`config.mk`:
```
export PLATFORM = sky130hd
export DESIGN_NAME = bch_serial_encoder
export DESIGN_NICKNAME = d
export VERILOG_FILES = /design/src/rtl/bch_serial_encoder.sv
export SDC_FILE = /design/constraint.sdc
export NUM_CORES = 1
export LEC_CHECK = 0
export BUFFER_PORTS_ARGS = -buffer_cell sky130_fd_sc_hd__buf_2
export CORE_UTILIZATION = 55
export DETAILED_ROUTE_END_ITERATION = 12
export PLACE_DENSITY_LB_ADDON = 0.25
export SLEW_MARGIN = 15
export SYNTH_ARGS = -nofsm -noshare
export SYNTH_HDL_FRONTEND = slang
export SYNTH_SLANG_ARGS = --single-unit
```
`constraint.sdc`:
```
create_clock -name clk -period 3.5 [get_ports clk]
set_input_delay 0.175 -clock clk [delete_from_list [all_inputs] [get_ports clk]]
set_output_delay 0.175 -clock clk [all_outputs]
set_load 0.005 [all_outputs]
```
`src/rtl/bch_serial_encoder.sv`:
```
// Bit-serial systematic BCH encoder: message bits pass through, then the
// remainder of m(x)*x^PAR mod g(x). Define BCH_ENC_PARITY_ONLY_EN to emit parity only.
module bch_serial_encoder #(
  parameter int                 PARAM_K   = 16,
  parameter int                 PARAM_PAR = 15,
  parameter logic [PARAM_PAR:0] PARAM_G   = 16'h8FAF
) (
  input  logic clk,
  input  logic rst,
  input  logic start,
  input  logic in_bit,
  input  logic in_valid,
  output logic in_ready,
  output logic out_bit,
  output logic out_valid,
  input  logic out_ready,
  output logic out_last,
  output logic busy,
  output logic done
);

  localparam int MAX_LEN = (PARAM_K > PARAM_PAR) ? PARAM_K : PARAM_PAR;
  localparam int CW      = $clog2(MAX_LEN + 1);
  localparam logic [CW-1:0]        K_LAST = CW'(PARAM_K - 1);
  localparam logic [CW-1:0]        P_LAST = CW'(PARAM_PAR - 1);
  localparam logic [PARAM_PAR-1:0] G_LOW  = PARAM_G[PARAM_PAR-1:0];

  typedef enum logic [1:0] {S_IDLE, S_MSG, S_PAR} state_t;

  state_t               state, state_nxt;
  logic [CW-1:0]        cnt, cnt_nxt;
  logic [PARAM_PAR-1:0] r, r_nxt;
  logic                 done_nxt;
  logic                 msg_xfer;
  logic                 fb;

  // NOTE: state registers use non-blocking assignments so every flop samples
  // pre-edge values regardless of process ordering.
  always_ff @(posedge clk) begin
    if (rst) begin
      state <= S_IDLE;
      cnt   <= '0;
      r     <= '0;
      done  <= 1'b0;
    end else begin
      state <= state_nxt;
      cnt   <= cnt_nxt;
      r     <= r_nxt;
      done  <= done_nxt;
    end
  end

  assign busy = (state != S_IDLE);
  assign fb   = in_bit ^ r[PARAM_PAR-1];

  // NOTE: every output of this block gets a default first, so no path can
  // leave a signal unassigned and infer a latch.
  always_comb begin
    state_nxt = state;
    cnt_nxt   = cnt;
    r_nxt     = r;
    done_nxt  = 1'b0;
    msg_xfer  = 1'b0;
    in_ready  = 1'b0;
    out_valid = 1'b0;
    out_bit   = 1'b0;
    out_last  = 1'b0;

    case (state)
      S_IDLE: begin
        if (start) begin
          r_nxt     = '0;
          cnt_nxt   = '0;
          state_nxt = S_MSG;
        end
      end

      S_MSG: begin
`ifdef BCH_ENC_PARITY_ONLY_EN
        in_ready = 1'b1;
        msg_xfer = in_valid;
`else
        out_bit   = in_bit;
        out_valid = in_valid;
        in_ready  = out_ready;
        msg_xfer  = in_valid & out_ready;
`endif
        if (msg_xfer) begin
          // Galois LFSR division step: feedback folds in g(x) minus its leading term.
          r_nxt = {r[PARAM_PAR-2:0], 1'b0} ^ (fb ? G_LOW : '0);
          if (cnt == K_LAST) begin
            cnt_nxt   = '0;
            state_nxt = S_PAR;
          end else begin
            cnt_nxt = cnt + 1'b1;
          end
        end
      end

      S_PAR: begin
        out_valid = 1'b1;
        out_bit   = r[PARAM_PAR-1];
        out_last  = (cnt == P_LAST);
        if (out_ready) begin
          r_nxt   = {r[PARAM_PAR-2:0], 1'b0};
          cnt_nxt = cnt + 1'b1;
          if (out_last) begin
            cnt_nxt   = '0;
            state_nxt = S_IDLE;
            done_nxt  = 1'b1;
          end
        end
      end

      default: state_nxt = S_IDLE;
    endcase
  end

endmodule

```
==> impl_metrics.env <==
export IMPL_use_met1=0.2849
export IMPL_power_mw=0.7293
export IMPL_finalNonFillerCells=173
export IMPL_cts_max_path_buffers=2
export IMPL_fin_skew_ps=9.892
export IMPL_antenna_left=0
export IMPL_critPathArrivalTime_ps=2500
export IMPL_grt_max_degree=21
export IMPL_antenna_cells=0
export IMPL_synth_edf_count=0
export IMPL_leakage_nw=0.5308
export IMPL_nFillCells=195
export IMPL_synth_area_leaders="dfxtp_1, ha_1, a22o_1"
export IMPL_ys_ff_latch=23
export IMPL_route_detailed_drc=0
export IMPL_antenna_found_initial=0
export IMPL_clk_pin_slew_ps=130
export IMPL_ys_seq_area_frac=0.3618
export IMPL_crit_path_top_delay_cell="ha_1"
export IMPL_syn_cell_area_um2=1272
export IMPL_postSynthNetCount=153
export IMPL_rsz0062_at_grt="false"
export IMPL_die_area_um2=2510
export IMPL_setup_ws_ps=1201
export IMPL_area_growth_pct=5.408
export IMPL_clock_sinks=23
export IMPL_grt_use_met2=0.3422
export IMPL_row_count=17
export IMPL_max_freq_mhz=435.0
export IMPL_path_cells="inv_1, ha_1, a21boi_1, nor4_1, buf_4, and3_1, a22o_1"
export IMPL_grt_pass1_wl_mm=4.091
export IMPL_yosys_warnings=0
export IMPL_htree_levels=1
export IMPL_hold_viol=0
export IMPL_synth_flop_cell="dfxtp_1"
export IMPL_cts_buffers_inserted=3
export IMPL_dp_hpwl_mm=1.727
export IMPL_via_per_inst=5.595
export IMPL_synth_top_area_frac=0.3618
export IMPL_cts_root_buf="clkbuf_4"
export IMPL_final_cell_mix="dfxtp_1, a21oi_1, inv_1"
export IMPL_nets=161
export IMPL_setup_viol_count_final=0
export IMPL_fin_tns_setup_ps=0
export IMPL_hold_path_class="in -> reg"
export IMPL_worstMarginPinSlew_ps=684.4
export IMPL_avgSynthCellArea_um2=9.221
export IMPL_finalWirelength_mm=2.374
export IMPL_die_x_um=50.10
export IMPL_power_per_cell_area_nw_per_um2=543.7
export IMPL_use_met3=0.02778
export IMPL_drt_initial_drc_count=12
export IMPL_postCtsSetupRepairBufs=0
export IMPL_relSlewSlack=0.5422
export IMPL_grt_overflow=0
export IMPL_vias=968
export IMPL_outcome="finished clean"
export IMPL_path_max_fanout=20
export IMPL_port_buffers=11
export IMPL_path_class="reg -> reg"
export IMPL_cts_tree="built"
export IMPL_final_common_cell="dfxtp_1"
export IMPL_routedWlPerCell_um=13.72
export IMPL_ys_async_sr_fraction=0
export IMPL_cts_resized=0
export IMPL_layout_min_cycle_time_ps=2299
export IMPL_ioPinCount=12
export IMPL_cap_violations=0
export IMPL_placedCellCount=169
export IMPL_dpl_worst_slack_ps=1255
export IMPL_ys_types=41
export IMPL_initial_utilization=0.5808
export IMPL_grt_use_total=0.2140
export IMPL_ctsHoldBuffers=0
export IMPL_slew_viol_final=0
export IMPL_setup_worst_path_start_class="flip-flop"
export IMPL_cpPeakStageDelay_ps=610
export IMPL_drt_first_pass_iters=4
export IMPL_grt_pass1_vias=892
export IMPL_timing_final_crit_share=0.6568
export IMPL_synth_cells=138
export IMPL_endpoint_kind="flip-flop"
export IMPL_die_y_um=50.10
export IMPL_grt_busiest_layer="met2"
export IMPL_drive_gt1_frac=0.1862
export IMPL_synth_top_area_cell="dfxtp_1"
export IMPL_place_gp_congestion=0.7875
export IMPL_ir_worst_vdd_uv=326.5
export IMPL_clk_latency_ps=310
export IMPL_required_ps=3710
export IMPL_core_area_um2=2191
cell usage after synthesis (2+ instances only):
library cell	n
a21oi_1	16
a22o_1	10
and3_1	3
buf_2	3
buf_6	2
clkbuf_1	3
dfxtp_1	23
ha_1	9
inv_1	14
mux2i_1	2
nand2_1	11
nand3_1	3
nor2b_1	2
o21ai_0	3
o22ai_1	3
o2bb2ai_2	2
o32ai_1	4
or3_4	2
power breakdown:
group / total, mW / internal [mW] / switching, mW
Combinational: 0.311 / 0.122 / 0.189
Sequential: 0.297 / 0.280 / 0.0167
Clock: 0.122 / 0.0426 / 0.0789
worst paths after layout:
| kind | start | end | slack (ps) | cells after the start |
|---|---|---|---|---|
| setup / recovery | state[1] | r[3] | 1200 | 7 |
| hold / removal | out_ready | done | 170 | 2 |
| setup reg to reg | state[1] | r[3] | 1200 | 7 |
| hold reg to reg | r[5] | r[6] | 480 | 2 |
layer usage:
metal / share of wire / wire (um)
met1: 0.50 / 1194
met2: 0.47 / 1115
met3: 0.019 / 46
met4: 0.0072 / 17
met5: 0 / 0
critical path: cells and delay by family (launching register included):
family | cells | cell delay, ps
buf+inv | 2 | 290
simple gates | 2 | 370
fa+ha+maj | 1 | 610
compound gates | 2 | 550
flops | 1 | 360
kinds of logic (layout without fill, tap and decap cells):
group	count (synthesis)	count (layout)	share of synthesized area
compound gates	48	48	0.2881
xor+xnor	1	1	0.006884
mux	2	2	0.01573
flops	23	23	0.3618
buf+inv	24	31	0.08947
simple gates	31	31	0.1495
fa+ha+maj	9	9	0.08850
final cells by class:
type	count	area [um2]	area share
clock buffer	3	22.52	0.01679
clock inverter	1	5.005	0.003731
inverter	15	57.56	0.04291
multi-input combinational	91	698.2	0.5205
sequential	23	460.4	0.3433
tap	28	35.03	0.02612
timing repair buffer	12	62.56	0.04664
sequential cells by signal, summed over array words and instances, names as in the netlist:
signal	flops
done	1
state	2
r	15
cnt	5
through the flow:
stage	util	area [um2]	hold WS (ps)
after global placement	0.5997	1314	465.4
final	0.6122	1341	171.8
after global routing	0.6122	1341	148.4
after floorplan	-	1272	320.9
after CTS	0.6122	1341	159.0
after detailed placement	0.5997	1314	457.9
Note: power is estimated with default switching activity, not from simulation.
